## src/rtl/radiometer_sequencer.sv

```systemverilog
// Purpose : Dicke-switched radiometer front-end sequencer. Averages N_AVG ADC samples
//           per switch phase after a settle window and ships a 4-word frame over a UART.
// Latency : one clk from switch_pwm edge to state change; frame starts 1 clk after the
//           last ground sample.
// Backpres: each word is issued only while tx_busy=0, and the next word waits for a full
//           busy high/low handshake. enable=0 is deferred until the frame is complete.
//
// Ports:
//   clk          - 100 MHz system clock
//   reset        - asynchronous active-low reset
//   enable       - run request
//   switch_pwm   - switch phase, 1 = signal feed, 0 = ground feed
//   sample_valid - single-cycle strobe qualifying sample
//   sample       - 12-bit unsigned ADC result
//   tx_busy      - UART transmitter busy
//   tx_start     - single-cycle word-send strobe
//   tx_data      - word being sent, held until the next tx_start
//   frame_done   - single-cycle pulse once the last word of a frame has been accepted
//   err          - sticky short-phase error flag
//   state        - current FSM state, for debug LEDs
module radiometer_sequencer #(
    parameter int N_AVG  = 16,
    parameter int SETTLE = 64
) (
    input  logic        clk,
    input  logic        reset,
    input  logic        enable,
    input  logic        switch_pwm,
    input  logic        sample_valid,
    input  logic [11:0] sample,
    input  logic        tx_busy,
    output logic        tx_start,
    output logic [11:0] tx_data,
    output logic        frame_done,
    output logic        err,
    output logic [2:0]  state
);

    localparam int LOG2N = $clog2(N_AVG);
    localparam int ACC_W = 12 + LOG2N;
    localparam int CNT_W = $clog2(N_AVG + 1);

    localparam logic [15:0]      SETTLE_LAST = 16'(SETTLE - 1);
    localparam logic [CNT_W-1:0] CNT_LAST    = CNT_W'(N_AVG - 1);
    localparam logic [11:0]      SYNC_WORD   = 12'hA5A;

    typedef enum logic [2:0] {
        IDLE       = 3'd0,
        WAIT_RISE  = 3'd1,
        SETTLE_SIG = 3'd2,
        ACC_SIG    = 3'd3,
        WAIT_FALL  = 3'd4,
        SETTLE_GND = 3'd5,
        ACC_GND    = 3'd6,
        SEND       = 3'd7
    } state_t;

    // Per-word UART handshake inside SEND.
    typedef enum logic [1:0] {
        TX_ISSUE   = 2'd0,
        TX_WAIT_HI = 2'd1,
        TX_WAIT_LO = 2'd2
    } tx_phase_t;

    state_t            st;
    tx_phase_t         tx_ph;
    logic [1:0]        word_idx;
    logic              pwm_q;
    logic              en_q;
    logic [15:0]       settle_cnt;
    logic [CNT_W-1:0]  smp_cnt;
    logic [ACC_W-1:0]  acc_sig;
    logic [ACC_W-1:0]  acc_gnd;

    logic              pwm_rise;
    logic              pwm_fall;
    logic              pwm_chg;
    logic              in_window;
    logic [11:0]       avg_sig;
    logic [11:0]       avg_gnd;
    logic [11:0]       diff;
    logic [11:0]       word_mux;

    assign state = st;

    // Edges are taken against the registered previous level, so a level that is
    // already high when WAIT_RISE is entered does not start an acquisition.
    assign pwm_rise = switch_pwm & ~pwm_q;
    assign pwm_fall = ~switch_pwm & pwm_q;
    assign pwm_chg  = switch_pwm ^ pwm_q;

    // A level change in any of these states means the phase was too short.
    assign in_window = (st == SETTLE_SIG) || (st == ACC_SIG) ||
                       (st == SETTLE_GND) || (st == ACC_GND);

    // Averages are the truncated top 12 bits; the accumulators are sized so
    // N_AVG full-scale samples cannot overflow.
    assign avg_sig = acc_sig[ACC_W-1:LOG2N];
    assign avg_gnd = acc_gnd[ACC_W-1:LOG2N];
    assign diff    = (avg_sig >= avg_gnd) ? (avg_sig - avg_gnd) : 12'h000;

    always_comb begin
        word_mux = SYNC_WORD;
        case (word_idx)
            2'd0:    word_mux = SYNC_WORD;
            2'd1:    word_mux = avg_sig;
            2'd2:    word_mux = avg_gnd;
            default: word_mux = diff;
        endcase
    end

    always_ff @(posedge clk or negedge reset) begin
        if (!reset) begin
            st         <= IDLE;
            tx_ph      <= TX_ISSUE;
            word_idx   <= 2'd0;
            pwm_q      <= 1'b0;
            en_q       <= 1'b0;
            settle_cnt <= '0;
            smp_cnt    <= '0;
            acc_sig    <= '0;
            acc_gnd    <= '0;
            tx_start   <= 1'b0;
            tx_data    <= 12'h000;
            frame_done <= 1'b0;
            err        <= 1'b0;
        end else begin
            pwm_q      <= switch_pwm;
            en_q       <= enable;
            tx_start   <= 1'b0;
            frame_done <= 1'b0;

            if (st == IDLE) begin
                acc_sig    <= '0;
                acc_gnd    <= '0;
                smp_cnt    <= '0;
                settle_cnt <= '0;
                word_idx   <= 2'd0;
                tx_ph      <= TX_ISSUE;
                if (enable) begin
                    // Only a fresh run request clears the sticky error.
                    if (!en_q) begin
                        err <= 1'b0;
                    end
                    st <= WAIT_RISE;
                end
            end else if (st != SEND && !enable) begin
                // Partial data is dropped; IDLE clears it on the next cycle.
                st <= IDLE;
            end else if (in_window && pwm_chg) begin
                // Short phase: any sample arriving this same cycle is discarded.
                err        <= 1'b1;
                acc_sig    <= '0;
                acc_gnd    <= '0;
                smp_cnt    <= '0;
                settle_cnt <= '0;
                st         <= WAIT_RISE;
            end else begin
                case (st)
                    WAIT_RISE: begin
                        if (pwm_rise) begin
                            acc_sig    <= '0;
                            acc_gnd    <= '0;
                            smp_cnt    <= '0;
                            settle_cnt <= '0;
                            st         <= SETTLE_SIG;
                        end
                    end

                    SETTLE_SIG: begin
                        if (settle_cnt == SETTLE_LAST) begin
                            settle_cnt <= '0;
                            smp_cnt    <= '0;
                            st         <= ACC_SIG;
                        end else begin
                            settle_cnt <= settle_cnt + 16'd1;
                        end
                    end

                    ACC_SIG: begin
                        if (sample_valid) begin
                            acc_sig <= acc_sig + ACC_W'(sample);
                            if (smp_cnt == CNT_LAST) begin
                                smp_cnt <= '0;
                                st      <= WAIT_FALL;
                            end else begin
                                smp_cnt <= smp_cnt + CNT_W'(1);
                            end
                        end
                    end

                    WAIT_FALL: begin
                        if (pwm_fall) begin
                            settle_cnt <= '0;
                            st         <= SETTLE_GND;
                        end
                    end

                    SETTLE_GND: begin
                        if (settle_cnt == SETTLE_LAST) begin
                            settle_cnt <= '0;
                            smp_cnt    <= '0;
                            st         <= ACC_GND;
                        end else begin
                            settle_cnt <= settle_cnt + 16'd1;
                        end
                    end

                    ACC_GND: begin
                        if (sample_valid) begin
                            acc_gnd <= acc_gnd + ACC_W'(sample);
                            if (smp_cnt == CNT_LAST) begin
                                smp_cnt  <= '0;
                                word_idx <= 2'd0;
                                tx_ph    <= TX_ISSUE;
                                st       <= SEND;
                            end else begin
                                smp_cnt <= smp_cnt + CNT_W'(1);
                            end
                        end
                    end

                    SEND: begin
                        case (tx_ph)
                            TX_ISSUE: begin
                                if (!tx_busy) begin
                                    tx_start <= 1'b1;
                                    tx_data  <= word_mux;
                                    tx_ph    <= TX_WAIT_HI;
                                end
                            end
                            TX_WAIT_HI: begin
                                if (tx_busy) begin
                                    tx_ph <= TX_WAIT_LO;
                                end
                            end
                            TX_WAIT_LO: begin
                                if (!tx_busy) begin
                                    tx_ph <= TX_ISSUE;
                                    if (word_idx == 2'd3) begin
                                        frame_done <= 1'b1;
                                        word_idx   <= 2'd0;
                                        st         <= enable ? WAIT_RISE : IDLE;
                                    end else begin
                                        word_idx <= word_idx + 2'd1;
                                    end
                                end
                            end
                            default: tx_ph <= TX_ISSUE;
                        endcase
                    end

                    default: st <= IDLE;
                endcase
            end
        end
    end

endmodule

```

## config.mk

```make
export PLATFORM = sky130hd
export DESIGN_NAME = radiometer_sequencer
export DESIGN_NICKNAME = d
export VERILOG_FILES = /design/src/rtl/radiometer_sequencer.sv
export SDC_FILE = /design/constraint.sdc
export NUM_CORES = 1
export LEC_CHECK = 0
export ABC_CLOCK_PERIOD_IN_PS = 4800
export CAP_MARGIN = 15
export CELL_PAD_IN_SITES_DETAIL_PLACEMENT = 0
export CELL_PAD_IN_SITES_GLOBAL_PLACEMENT = 1
export CORE_ASPECT_RATIO = 1.5
export CORE_UTILIZATION = 40
export DETAILED_ROUTE_END_ITERATION = 10
export PLACE_DENSITY = 0.82
export RECOVER_POWER = 25
export SKIP_CTS_REPAIR_TIMING = 1
export SYNTH_ARGS = -nofsm -noshare
export SYNTH_HDL_FRONTEND = slang
export SYNTH_SLANG_ARGS = --single-unit
```

## constraint.sdc

```tcl
create_clock -name clk -period 4.8 [get_ports clk]
set_clock_uncertainty 0.2 [all_clocks]
set_input_delay 1.44 -clock clk [delete_from_list [all_inputs] [get_ports clk]]
set_output_delay 1.44 -clock clk [all_outputs]
set_load 0.02 [all_outputs]
```

# Word level (Yosys, flattened, before mapping)
# Cells that the tools add are included.
word_totals:
  output_inout_bits: 18
  reg_bits: 77
  inputBits: 18
  wordCells: 177
op_classes:
  n_reduce_logical: 26
  addsub: 6
  mux: 79
  eq_ne: 43
  order_cmp: 1
  bitwise_logic: 9
ops:
  columns: ["operator", "count"]
  rows:
  - ["2-to-1 mux 16 bit", 14]
  - ["one-hot mux 16 bit (2 select lines)", 2]
  - ["one-hot mux 16 bit (3 select lines)", 1]
  - ["2-to-1 mux 3 bit", 15]
  - ["one-hot mux 12 bit (3 select lines)", 1]
  - ["2-to-1 mux 5 bit", 7]
  - ["adder 16 x 12 -> 16 bit", 2]
  - ["2-to-1 mux 2 bit", 14]
  - ["!= test 5 bit, second input constant", 5]
  - ["one-hot mux 3 bit (7 select lines)", 1]
  - ["!= test 4 bit, second input constant", 5]
  - ["!= test 5 x 1 -> 1 bit, second input constant", 4]
  - ["2-to-1 mux 1 bit", 19]
  - ["adder 16 x 1 -> 16 bit, second input constant", 1]
  - ["== test 16 x 6 -> 1 bit, second input constant", 1]
  - ["AND reduction 4 bit", 4]
  - ["one-hot mux 5 bit (3 select lines)", 1]
  - ["== test 3 bit, second input constant", 4]
  - [">= comparator 12 bit", 1]
  - ["2-to-1 mux 12 bit", 1]
  - ["AND reduction 12 bit", 1]
  - ["subtractor 12 bit", 1]
  - ["!= test 5 x 2 -> 1 bit, second input constant", 2]
  - ["nonzero test 5 bit", 2]
  - ["31 further kinds", 55]

# Depth between registers and ports, before layout
depth:
  depth_word: 8
  depth_mapped: 11
  mapped_depth_nobuf: 10

# Worst setup path after synthesis
# OpenSTA, ideal clock, no wires.
synth_path:
  path_kind: "input -> register"
  start: "input sample[0]"
  end: "register acc_gnd[14]"
  arrival_ps: 3253
  slack_ps: 1267
  cell_stages: 9
  path_buffers: 0
  required_ps: 4521
  setup_ps: 79
  path_cell_list: "ha_1 inv_1 fa_1 nor2b_1 o31ai_1 a211oi_1 o211ai_1 a2111oi_2 mux2i_1"
synth_via:
  elab_chain_len: 6
synth_rtl:
  columns: ["item", "line", "rtl"]
  rows:
  - ["from (decl)", "30", "input logic [11:0] sample,"]
  - ["adder 16 x 12 -> 16 bit", "211", "acc_gnd <= acc_gnd + ACC_W'(sample);"]
  - ["2-to-1 mux 16 bit", "210", "if (sample_valid) begin"]
  - ["one-hot mux 16 bit (2 select lines)", "159", "case (st)"]
  - ["2-to-1 mux 16 bit", "150", "end else if (in_window && pwm_chg) begin"]
  - ["2-to-1 mux 16 bit", "147", "end else if (st != SEND && !enable) begin"]
  - ["2-to-1 mux 16 bit", "133", "if (st == IDLE) begin"]
  - ["to (signal assigned)", "211", null]
  - ["to (decl)", "73", "logic [ACC_W-1:0] acc_gnd;"]
# No other way between the ends. The select of a mux whose other input is x is not followed.
# A chain may end at the register's enable or synchronous reset.

# Final worst setup path
layout_path:
  start: "input switch_pwm"
  end: "register smp_cnt[3]"
layout_via:
  elab_chain_len: 5
  word_cells_on_any_way: 11
  classes_between: "eq/ne (3); mux (3); bitwise (2); reduce/logical (3)"
layout_rtl:
  columns: ["item", "line", "rtl"]
  rows:
  - ["from (decl)", "28", "input logic switch_pwm,"]
  - ["branches (longest 5 deep; another with AND reduction 5 bit)", null, null]
  - ["to (signal assigned)", "187", "smp_cnt <= smp_cnt + CNT_W'(1);"]
  - ["to (signal assigned)", "218", "smp_cnt <= smp_cnt + CNT_W'(1);"]
  - ["to (decl)", "71", "logic [CNT_W-1:0] smp_cnt;"]
# Several ways; the timed one is not identified. The select of a mux whose other input is x is not followed.

==> results.toml <==
[outcome]
status = "finished with violations"
violations = "capacitance limit, slew limit"

[finish]
diodes = 0
fin_nets = 755
nFillCells = 1316
drive_above_1_share_pct = 5.217
area_delta_synth_final_pct = 14.17

[setup_path]
worstReg2RegEnd = "acc_gnd[12]$_DFFE_PN0P_"
rr_startpoint = "state[0]$_DFFE_PN0P_"
crit_type = "in2reg"
crit_path_start_kind = "primary input"
rr_worst_depth = 8
rrSetupSlack_ps = 1760
end_kind = "flop"
endpoint = "smp_cnt[3]$_DFFE_PN0P_"
crit_required_ps = 4820
crit_arrival_ps = 4110
worstPathMaxFanout = 16
startpoint = "switch_pwm"

[global_route]
grt_use_total_pct = 19.32
grt_pass1_wl_mm = 22.81
grt_overflow = 0
grt_pass1_vias = 4880
grt_max_degree = 78
antenna_found_initial = 0

[pwr]
vdd_ir_drop_max_uv = 167.8
powerDensity_nw_per_um2 = 341.2
leakagePower_nw = 2.867

[timing]
rsz0062_at_grt = "false"
worst_slack_ps = 707.9
slew-limit-headroom_pct = -29.40
fmax_mhz = 244.4
hold_viol_final = 0
post-route-min-period_ps = 4092
worst_pin_slew_ps = 1941
setup-violations-final = 0
fin_setup_tns_ps = 0
finalMaxSlewViolations = 78
finalCritPeriodShare_pct = 85.25

[floorplan]
num_rows = 53
io_pins = 36
dieHeight_um = 148.8
die-area_um2 = 14860
coreArea_um2 = 13990
die_width_um = 99.87
start_util_pct = 41.07

[synthesis]
netlist.area_leader.share_pct = 33.53
synth.area.top_cells = "dfrtp_1 (34%), ha_1 (10%), o21ai_0 (4.4%)"
synth_top_family_by_area = "compound AO/OA/AOI/OAI gates"
yosys.area_share.adder_pct = 11.50
ys_seq_area_share_pct = 33.53
ys_top_cells_by_count = "dfrtp_1 (77), nand2_1 (60), o21ai_0 (50)"
synthCells = 656
synth.avg_cell_area_um2 = 8.760
synthMuxAreaShare_pct = 2.286
syn_area_um2 = 5747
synth.ff_latch_count = 77
async_flop_share_pct = 100.0
synth_edf_count = 0
synthDistinctLibCells = 70
ys_warn_count = 0
synth_simple_gate_area_share_pct = 17.18
synth_xor_area_share_pct = 4.420
synth_flop_cell = "dfrtp_1"
synth_compound_area_share_pct = 26.76
syn_nets = 725
synth_top_area_cell = "dfrtp_1"
yosys.cell_count.top_type = "dfrtp_1"

[routing]
drt-total-wl_mm = 13.62
viasPerCell = 5.651
postRouteAntennaNets = 0
vias = 4984
firstDrtPassIters = 4
drt_iter0_drc = 241
drc = 0
wl_per_cell_um = 15.44

[placement]
place_ws_ps = 404.0
place.detailed.hpwl_mm = 10.29
gp_congestion = 0.9061
io_buffers = 35

[worst_hold_path]
hold_class = "reg2reg"

[clock_network]
cts_max_level = 3
path_clk_slew_ps = 50
cts_buffers = 9
clock_sinks = 77
clock_path_buffers = 2
clk_latency_ps = 340
cts_tree = "yes"
cts-root-buf = "clkbuf_16"

[flow_run]
max-cap-violations = 1
-- worst max-delay path, cell delays in order --
cell and delay [ps]:
dlygate4sd3_1 600, inv_1 60, ha_1 580, nor2b_1 120, nor2_1 150, o22ai_1 150, o211ai_1 600, o21ai_0 180
a22o_1 220
-- worst min path at each step --
stage / start / end / slack, ps / depth (start not counted)
2_1_floorplan: acc_sig[2]$_DFFE_PN0P_ / acc_sig[2]$_DFFE_PN0P_ / 250 / 2
3_3_place_gp: smp_cnt[4]$_DFFE_PN0P_ / smp_cnt[4]$_DFFE_PN0P_ / 260 / 1
3_5_place_dp: en_q$_DFF_PN0_ / err$_DFFE_PN0P_ / 270 / 2
4_1_cts: en_q$_DFF_PN0_ / err$_DFFE_PN0P_ / 280 / 2
5_1_grt: en_q$_DFF_PN0_ / err$_DFFE_PN0P_ / 310 / 2
6_report: en_q$_DFF_PN0_ / err$_DFFE_PN0P_ / 280 / 2
-- kinds of logic (layout without fill, tap and decap cells) --
kind of cell / count (synthesis) / after routing
AO/OA/AOI/OAI: 224 / 224
AND/OR/NAND/NOR: 199 / 199
flip-flops: 77 / 77
buffers and inverters: 63 / 97
adder cells (fa/ha/maj): 51 / 51
XOR/XNOR: 29 / 29
multiplexers: 13 / 13
-- cells in the final DEF (no fill, tap or decap), drive strengths merged, types with 9 or more instances in the layout --
cell           instances
dfrtp                 77
nand2                 60
o21ai                 52
a21oi                 49
ha                    48
nor2                  46
inv                   40
clkdlybuf4s50         32
nand3                 20
xnor2                 17
a22o                  17
clkbuf                14
mux2i                 12
xor2                  12
o31ai                 12
a21o                  11
and3                  11
a211oi                11
nor3                  10
nand2b                10
nor2b                  9
-- layout make-up --
class	count	area, µm²	share of cell area, %
clock buffers	13	240.2	3.661
clock inverters	2	35.03	0.5339
inverters	40	150.1	2.288
multi-input cells	516	3571	54.42
flip-flops and latches	77	1927	29.37
well taps	192	240.2	3.661
repair buffers	42	397.9	6.064
-- registers in the layout, summed over array words and instances (netlist names) --
name	count
acc_gnd	16
acc_sig	16
en_q	1
err	1
frame_done	1
pwm_q	1
settle_cnt	16
smp_cnt	5
state	3
tx_data	12
tx_ph	2
tx_start	1
word_idx	2
-- metrics by stage --
step | instances | utilization [%] | cell area, µm² | hold WS [ps] | power [mW]
after floorplan | 656 | - | 5747 | 247.3 | 1.348
after global placement | 867 | 44.94 | 6289 | 260.9 | 1.580
after detailed placement | 867 | 44.94 | 6289 | 265.7 | 1.600
after CTS | 882 | 46.91 | 6564 | 280.6 | 2.266
after global routing | 882 | 46.89 | 6561 | 310.3 | 2.393
final | 882 | 46.89 | 6561 | 277.7 | 2.239
-- report_power, final --
group	switching (mW)	internal [mW]	total, mW
sequential	0.0287	0.682	0.711
combinational	0.564	0.311	0.874
clock	0.254	0.400	0.653
total	0.846	1.39	2.24
-- layer usage --
layer	track usage, %	vias to the layer above	part of all wire [%]
met3	2.577	36	2.2
li1	-	2488	-
met1	22.06	2371	43
met4	10.59	0	3.5
met2	34.48	89	52
met5	0	-	0
(Power assumes the default switching activity.)
